--- config.mk ---
export PLATFORM = sky130hd
export DESIGN_NAME = mem_stage
export DESIGN_NICKNAME = d
export VERILOG_FILES = /design/src/rtl/mem_stage_pkg.sv /design/src/rtl/mem_stage_load_align.sv /design/src/rtl/mem_stage.sv
export SDC_FILE = /design/constraint.sdc
export NUM_CORES = 1
export LEC_CHECK = 0
export ABC_CLOCK_PERIOD_IN_PS = 1300
export CAP_MARGIN = 20
export CORE_ASPECT_RATIO = 0.9
export CORE_MARGIN = 2
export CORE_UTILIZATION = 40
export DETAILED_ROUTE_END_ITERATION = 10
export GPL_TIMING_DRIVEN = 1
export HOLD_SLACK_MARGIN = 0.05
export PLACE_DENSITY = 0.74
export SLEW_MARGIN = 10
export SYNTH_ARGS = -nofsm -noshare
export SYNTH_HDL_FRONTEND = slang
export SYNTH_SLANG_ARGS = --single-unit
--- constraint.sdc ---
create_clock -name clk -period 1.3 [get_ports clk]
set_input_delay 0.13 -clock clk [delete_from_list [all_inputs] [get_ports clk]]
set_output_delay 0.13 -clock clk [all_outputs]
set_load 0.005 [all_outputs]
--- src/rtl/mem_stage_pkg.sv ---
// mem_stage_pkg: shared constants for the MEM pipeline stage.
//   - bus widths between EX/MEM/WB and the ID forwarding bundle
//   - load-op encodings carried on the EX->MEM bus
//   - state encoding of the per-instruction MEM FSM
package mem_stage_pkg;

    localparam int ES_TO_MS_BUS_W = 75;
    localparam int MS_TO_WS_BUS_W = 70;
    localparam int RF_COLLECT_W   = 39;

    localparam logic [2:0] LD_W  = 3'b000;
    localparam logic [2:0] LD_B  = 3'b001;
    localparam logic [2:0] LD_H  = 3'b010;
    localparam logic [2:0] LD_BU = 3'b101;
    localparam logic [2:0] LD_HU = 3'b110;

    // IDLE : no memory transaction outstanding (ready_go=1)
    // WAIT : request issued, waiting for data_ok
    // HOLD : response captured, waiting for WB to accept
    typedef enum logic [1:0] {
        IDLE = 2'd0,
        WAIT = 2'd1,
        HOLD = 2'd2
    } ms_state_e;

endpackage

--- src/rtl/mem_stage_load_align.sv ---
// mem_load_align: combinational load data alignment and extension.
// Ports:
//   rdata  [31:0] in  raw word returned by the data SRAM
//   offset [1:0]  in  byte offset of the access (address bits [1:0])
//   ld_op  [2:0]  in  load kind (ld.w / ld.b / ld.h / ld.bu / ld.hu)
//   result [31:0] out aligned, sign- or zero-extended load value
// Used by mem_stage only when MEM_SUBWORD_LOAD_EN is defined.
module mem_load_align
    import mem_stage_pkg::*;
(
    input  logic [31:0] rdata,
    input  logic [1:0]  offset,
    input  logic [2:0]  ld_op,
    output logic [31:0] result
);

    logic [7:0]  byte_sel;
    logic [15:0] half_sel;

    always_comb begin
        byte_sel = rdata[7:0];
        case (offset)
            2'd1:    byte_sel = rdata[15:8];
            2'd2:    byte_sel = rdata[23:16];
            2'd3:    byte_sel = rdata[31:24];
            default: byte_sel = rdata[7:0];
        endcase

        // Halfword accesses are naturally aligned, so only offset[1] matters.
        half_sel = offset[1] ? rdata[31:16] : rdata[15:0];

        case (ld_op)
            LD_B:    result = {{24{byte_sel[7]}}, byte_sel};
            LD_BU:   result = {24'd0, byte_sel};
            LD_H:    result = {{16{half_sel[15]}}, half_sel};
            LD_HU:   result = {16'd0, half_sel};
            default: result = rdata;
        endcase
    end

endmodule

--- src/rtl/mem_stage.sv ---
// mem_stage: MEM pipeline stage with a split-transaction data SRAM interface.
// Holds one instruction; memory ops wait for data_ok, and a response that
// arrives while WB is stalled is buffered so the SRAM need not hold it.
// Ports:
//   clk, reset (sync, active-high)
//   es_to_ms_valid / es_to_ms_bus[74:0]  instruction from EX
//   ms_allowin                           MEM can accept this cycle
//   data_sram_data_ok / data_sram_rdata  SRAM response (one-cycle pulse)
//   ws_allowin                           WB can accept this cycle
//   ms_to_ws_valid / ms_to_ws_bus[69:0]  completed instruction to WB
//   ms_rf_collect[38:0]                  {wait_mem, we, waddr, result} to ID
// Build option: MEM_SUBWORD_LOAD_EN enables byte/halfword load alignment
// (mem_load_align); without it every load returns the raw word.
module mem_stage
    import mem_stage_pkg::*;
(
    input  logic                      clk,
    input  logic                      reset,
    input  logic                      es_to_ms_valid,
    input  logic [ES_TO_MS_BUS_W-1:0] es_to_ms_bus,
    output logic                      ms_allowin,
    input  logic                      data_sram_data_ok,
    input  logic [31:0]               data_sram_rdata,
    input  logic                      ws_allowin,
    output logic                      ms_to_ws_valid,
    output logic [MS_TO_WS_BUS_W-1:0] ms_to_ws_bus,
    output logic [RF_COLLECT_W-1:0]   ms_rf_collect
);

    logic                      ms_valid;
    logic [ES_TO_MS_BUS_W-1:0] ms_bus_p1;
    logic [31:0]               ld_buf_p1;
    ms_state_e                 state_q;
    ms_state_e                 state_d;

    logic        accept;
    logic        ms_ready_go;
    logic        ms_wait_mem;
    logic        data_ok_hit;
    logic        buf_we;
    logic        res_from_mem;
    logic        rf_we;
    logic [4:0]  rf_waddr;
    logic [31:0] ex_result;
    logic [31:0] pc;
    logic [31:0] load_raw;
    logic [31:0] load_val;
    logic [31:0] final_result;
    logic        unused_mem_req;

    assign res_from_mem   = ms_bus_p1[70];
    assign rf_we          = ms_bus_p1[69];
    assign rf_waddr       = ms_bus_p1[68:64];
    assign ex_result      = ms_bus_p1[63:32];
    assign pc             = ms_bus_p1[31:0];
    // The request kind is already captured by the FSM state on acceptance.
    assign unused_mem_req = ms_bus_p1[74];

    assign accept         = es_to_ms_valid & ms_allowin;
    assign ms_allowin     = ~ms_valid | (ms_ready_go & ws_allowin);
    assign ms_to_ws_valid = ms_valid & ms_ready_go;

    // EX -> MEM boundary: valid, payload and response buffer
    always_ff @(posedge clk) begin
        if (reset) begin
            ms_valid  <= 1'b0;
            ms_bus_p1 <= '0;
            ld_buf_p1 <= '0;
        end else begin
            if (ms_allowin) begin
                ms_valid <= es_to_ms_valid;
            end
            if (accept) begin
                ms_bus_p1 <= es_to_ms_bus;
            end
            if (buf_we) begin
                ld_buf_p1 <= data_sram_rdata;
            end
        end
    end

    always_ff @(posedge clk) begin
        if (reset) begin
            state_q <= IDLE;
        end else begin
            state_q <= state_d;
        end
    end

    // data_ok only counts for a live instruction in WAIT; anything else is stale.
    always_comb begin
        ms_ready_go = 1'b1;
        ms_wait_mem = 1'b0;
        data_ok_hit = 1'b0;
        if (state_q == WAIT) begin
            data_ok_hit = ms_valid & data_sram_data_ok;
            ms_ready_go = data_ok_hit;
            ms_wait_mem = ms_valid & ~data_sram_data_ok & res_from_mem;
        end
    end

    // Whenever the slot turns over, the next state is set by what enters it;
    // otherwise the only transition is WAIT -> HOLD on a response WB can't take.
    always_comb begin
        state_d = state_q;
        buf_we  = 1'b0;
        if (ms_allowin) begin
            state_d = (accept && es_to_ms_bus[74]) ? WAIT : IDLE;
        end else if (data_ok_hit) begin
            state_d = HOLD;
            buf_we  = 1'b1;
        end
    end

    // MEM -> WB boundary: result selection
    assign load_raw = (state_q == HOLD) ? ld_buf_p1 : data_sram_rdata;

`ifdef MEM_SUBWORD_LOAD_EN
    logic [2:0] ld_op;
    assign ld_op = ms_bus_p1[73:71];

    mem_load_align u_load_align (
        .rdata  (load_raw),
        .offset (ex_result[1:0]),
        .ld_op  (ld_op),
        .result (load_val)
    );
`else
    logic [2:0] unused_ld_op;
    assign unused_ld_op = ms_bus_p1[73:71];
    assign load_val     = load_raw;
`endif

    assign final_result  = res_from_mem ? load_val : ex_result;
    assign ms_to_ws_bus  = {rf_we, rf_waddr, final_result, pc};
    assign ms_rf_collect = {ms_wait_mem, rf_we & ms_valid, rf_waddr, final_result};

endmodule

* Yosys cells after proc, flatten, opt, wreduce, memory -nomap -nowiden *
Index checks and enable logic that the tools add are counted.

word-level totals
  output and inout bits = 111
  RAM bits = 0
  memories kept = 0
  bits in registers = 106
  bits in latches = 0
  word-level logic and storage cells = 28
  bits in read-only memories = 0

cells by class
  $add $sub $neg = 0
  shift operators = 0
  order comparisons = 0
  divide/modulo/power cells = 0
  multipliers = 0
  reductions and logical operators = 2
  bitwise logic cells = 10
  multiplexer cells = 10
  equality and inequality tests = 2

operators by type and width
  cell                  count
  $mux W32              2
  $and A1 B1 Y1         7
  $mux W1               6
  $mux W2               2
  $eq A2 B1 Y1 const B  1
  $eq A2 B2 Y1 const B  1
  $not A1 Y1            2
  $reduce_bool A2 Y1    1
  $logic_and A1 B1 Y1   1
  $or A1 B1 Y1          1

* Logic depth before layout (Yosys ltp) *
  depth in word-level cells = 8
  gate-level depth with buffers = 6
  gate-level depth less buffers = 3

* Worst setup path after synthesis *
No wires, ideal clock.

  path type = register to output
  start = register state_q[1]
  end = output ms_to_ws_bus[32]
  path buffers = 3
  setup slack = -224 ps
  cell stages (with the launch flop) = 7
  data arrival time = 1394 ps
  cells stage by stage = dfxtp_1 -> or2b_1 -> buf_2 -> buf_4 -> mux2i_1 -> a21oi_1 -> buf_4

on the way
  word-level cells in the longest chain between the ends = 3

ends and longest elaborated chain
  item                      line              source
  start: declaration        mem_stage.sv:33   ms_state_e state_q;
  start signal: assignment  mem_stage.sv:86   state_q <= state_d;
  $eq A2 B2 Y1              mem_stage.sv:116  assign load_raw = (state_q == HOLD) ? ld_buf_p1 : data_sram_rdata;
  $mux W32                  mem_stage.sv:116
  $mux W32                  mem_stage.sv:134  assign final_result = res_from_mem ? load_val : ex_result;
  end: declaration          mem_stage.sv:26   output logic [MS_TO_WS_BUS_W-1:0] ms_to_ws_bus,

No other way between the ends.

* Worst setup path after layout *
  start = register state_q[1]
  end = output ms_to_ws_bus[49]

Same word-level chain as after synthesis.

==> summary.md <==
The tools report the number of pins with negative max-slew slack in the final report as 0. The detailed-router iteration count before antenna repair was 4; the core footprint was 0.0135 mm2. The horizontal die dimension came out at 129 um. The number of nets in the synthesized netlist is 766. After the first detailed-routing iteration, the DRC count stood at 193.

The floorplan has 40 rows. After synthesis, the cell types taking the most area are sky130_fd_sc_hd__dfxtp_1 38%, sky130_fd_sc_hd__mux2i_1 24%, sky130_fd_sc_hd__nand2_1 14%. The count of nets left with antenna violations once routing finished came out at 0. The tools report the endpoint of the most critical register-to-register path as ms_bus_p1[63]. The number of CTS-inserted buffers was 9. The run gives 0 as the number of antenna violations at the first check in global routing.

For the via count of the first global-routing pass, the log shows 4953. Entering global routing, the biggest net connects 51 pins. The worst setup path is launched from a flip-flop. Setup repair after global routing could not meet its margin everywhere. The clock passes through at most 2 buffers. The transition at the pin with the smallest max-transition slack is 0.279 ns. The synthesis-stage register bit count is 106, and the wire length of the first global-routing pass is 23.9 mm. The run gives 0 as the sum of overflow across all layers after global routing. The worst-case IR drop observed on VDD is 0.611 mV. The post-detailed-placement half-perimeter wirelength came out at 10.1 mm. Endpoint arrival time on the critical path: 1.71 ns. The path class of the tightest hold or removal check is input pin to flip-flop. The required time of the critical path is 1.17 ns. In the final design database the tool counted 945 nets. Relative to the synthesized area, the layout overhead comes to 45.8%. A synthesized cell averages 8.53 um2. The worst hold path terminates at ms_bus_p1[27]. The design draws 7.89 mW. The setup clock skew after layout was 0.00480 ns. The number of failing hold endpoints at the final stage was 0; the ratio of final minimum period to clock period was 141%. The routed wire length per instance was 15.3 um; the vertical die dimension was 116 um. The kind of capture point of the worst setup path was an output port.

The routability-driven placement congestion ratio is 0.792, and the clock net sink count is 106. Across all register-to-register paths, the minimum setup slack is -0.44 ns. The logs give 0 for the count of maximum capacitance violations and 0.0149 mm2 for the die area. Of all nets on the critical path, the largest fanout is 6. Of the cells placed in the final design, the portion with a size suffix greater than 1 is 23.0%. Along the worst hold path, the cell count comes to 3. The register clock-pin slew on the reported worst setup and hold paths is 0.07 ns, and the worst-skew pair later-pin latency is 0.35 ns. Sequential cells were found to cover 38.0% of the synthesized design area.

The vias after detailed routing is 4832. The total I/O pin count is 223. In this run the clock root is driven by a sky130_fd_sc_hd__clkbuf_16. Yosys printed 0 warnings. The cell leakage power was 3.84 nW.

After clock tree synthesis, the flow added hold-fix buffers numbering 0. The count of buffers added on input and output ports is 219. The run gives -0.538 ns as the worst setup slack after layout. The tools report the initial core utilization as 41.3%. The final total negative setup slack is -67.80 ns, and the number of antenna cells inserted is 0. TritonCTS built the clock tree. The worst register-to-register path has a depth of 9. For this design the ratio of total power to cell area is 969 mW/mm2.

Number of distinct library cells after synthesis: 24. For this run, design rule violations remaining after detail routing come to 0. Using the TritonRoute via totals, the vias-per-cell ratio works out to 4.80. The worst hold path begins at es_to_ms_bus[27].

In the synthesized netlist, the number of instances is 654. In this run the critical register-to-register path is launched from state_q[1]. Global routing consumed, over all layers together, 20.4% of the routing resources. After synthesis the cells add up to 0.00558 mm2. The worst path in the final design needs a cycle of 1.84 ns, including I/O delays and setup.

The top cell type by total area after synthesis was sky130_fd_sc_hd__dfxtp_1. Headroom to the max-slew limit came out at 81.3%. The critical path is of the flip-flop to output port type.

The flow ran to the end, but the final reports show violations. Setup violations remaining at the end of the flow were counted as 173. The share of synthesized area in the top cell type comes to 38.0%.

The routed design has 15.4 mm of wire. CTS built an H-tree with a depth of 3. The checks that failed: setup timing. The maximum operating frequency was 0.544 GHz.
==> state kept, by name, indices dropped and copies added (netlist names) <==
| register | count |
|---|---|
| ld_buf_p1 | 32 |
| ms_bus_p1 | 71 |
| ms_valid | 1 |
| state_q | 2 |
==> kinds of logic (layout without fill, tap and decap cells) <==
family / after synthesis / in the layout / synth area share [%]
AO/OA/AOI/OAI: 35 / 35 / 3.34
buffers and inverters: 123 / 307 / 16.3
flip-flops: 106 / 106 / 38.0
multiplexers: 136 / 136 / 24.4
AND/OR/NAND/NOR: 254 / 254 / 17.9
==> worst max-delay path, stage by stage, from the launching register on <==
cell	delay (ns)
sky130_fd_sc_hd__dfxtp_2	0.32
sky130_fd_sc_hd__or2b_4	0.31
sky130_fd_sc_hd__buf_12	0.15
sky130_fd_sc_hd__buf_16	0.14
sky130_fd_sc_hd__mux2i_1	0.11
sky130_fd_sc_hd__a21oi_1	0.17
sky130_fd_sc_hd__buf_2	0.17
==> cell usage in the layout, fill, tap and decap left out, types with 2 or more instances in the layout <==
cell type | netlist | routed
sky130_fd_sc_hd__mux2i_1 | 136 | 128
sky130_fd_sc_hd__clkbuf_1 | 21 | 2
sky130_fd_sc_hd__clkdlybuf4s50_1 | 0 | 108
sky130_fd_sc_hd__mux2i_2 | 0 | 8
sky130_fd_sc_hd__clkbuf_8 | 0 | 2
sky130_fd_sc_hd__a21oi_2 | 0 | 16
sky130_fd_sc_hd__dfxtp_1 | 106 | 97
sky130_fd_sc_hd__nand2_1 | 210 | 210
sky130_fd_sc_hd__nor2_1 | 35 | 35
sky130_fd_sc_hd__a21oi_1 | 32 | 16
sky130_fd_sc_hd__buf_4 | 80 | 22
sky130_fd_sc_hd__dfxtp_2 | 0 | 8
sky130_fd_sc_hd__dlygate4sd2_1 | 0 | 43
sky130_fd_sc_hd__and2_4 | 0 | 2
sky130_fd_sc_hd__buf_6 | 4 | 21
sky130_fd_sc_hd__buf_2 | 4 | 63
sky130_fd_sc_hd__clkinvlp_4 | 0 | 2
sky130_fd_sc_hd__buf_12 | 7 | 19
sky130_fd_sc_hd__buf_16 | 0 | 5
sky130_fd_sc_hd__clkbuf_16 | 0 | 9
sky130_fd_sc_hd__buf_8 | 0 | 7
==> power breakdown <==
part	internal (mW)	total (mW)	switching (mW)
registers	3.41	3.49	0.0856
logic	1.02	1.77	0.756
clock network	1.41	2.62	1.21
total	5.84	7.89	2.05
==> routing by layer <==
layer,part of all wire [%],track usage (%),wire length (um),up-vias
met2,49,35.4,7560,143
li1,-,-,-,2406
met1,43,24.7,6660,2259
met3,6.1,6.00,943,24
met4,1.5,6.09,235,0
met5,0,0,0,-
==> layout make-up <==
class                      instances  area, um2
tap                              168        210
timing repair buffer             289       2830
inverter                           2       12.5
sequential                       106       2140
multi-input combinational        425       2660
fill                            1188       5380
clock buffer                      13        260
clock inverter                     3       23.8
==> worst max path at each step <==
stage	slack, ns	endpoint	startpoint
2_1_floorplan	-0.12	ms_to_ws_bus[32]	state_q[1]
3_3_place_gp	-0.56	ms_rf_collect[16]	state_q[1]
3_5_place_dp	-0.58	ms_to_ws_bus[49]	state_q[1]
4_1_cts	-0.58	ms_to_ws_bus[49]	state_q[1]
5_1_grt	-0.63	ms_rf_collect[13]	state_q[1]
6_report	-0.54	ms_to_ws_bus[49]	state_q[1]
==> synthesized netlist by cell type <==
cell / number
sky130_fd_sc_hd__nor2_1: 35
sky130_fd_sc_hd__clkbuf_1: 21
sky130_fd_sc_hd__nor4b_2: 1
sky130_fd_sc_hd__or2b_1: 1
sky130_fd_sc_hd__a21oi_1: 32
sky130_fd_sc_hd__inv_1: 1
sky130_fd_sc_hd__and4bb_1: 1
sky130_fd_sc_hd__nand2_1: 210
sky130_fd_sc_hd__dfxtp_1: 106
sky130_fd_sc_hd__and2_2: 1
sky130_fd_sc_hd__buf_2: 4
sky130_fd_sc_hd__nor3_2: 1
sky130_fd_sc_hd__o21a_1: 1
sky130_fd_sc_hd__and2_1: 2
sky130_fd_sc_hd__buf_6: 4
sky130_fd_sc_hd__mux2i_1: 136
sky130_fd_sc_hd__buf_12: 7
sky130_fd_sc_hd__inv_2: 1
sky130_fd_sc_hd__buf_1: 5
sky130_fd_sc_hd__buf_4: 80
sky130_fd_sc_hd__or3b_2: 1
sky130_fd_sc_hd__a311oi_1: 1
sky130_fd_sc_hd__a32o_1: 1
sky130_fd_sc_hd__nor2b_1: 1
==> per-stage QoR <==
stage	cells	setup slack (ns)	utilization (%)	cell area (um2)	hold slack (ns)
floorplan	654	-0.122	-	5610	0.202
global placement	957	-0.562	55.8	7540	0.441
detailed placement	957	-0.584	55.8	7540	0.445
CTS	1012	-0.580	61.2	8270	0.316
global route	1006	-0.633	60.2	8140	0.326
finish	1006	-0.538	60.2	8140	0.327
==> timing repair <==
action                                  in CTS  in global routing
gates resized for setup                    380                 19
buffers inserted                            28                  5
hold endpoints to repair                     0                  0
endpoints found under the setup margin     217                174
pin swaps                                   41                 32
cloned                                      14                  0
Power figures use the tool's default switching activity.
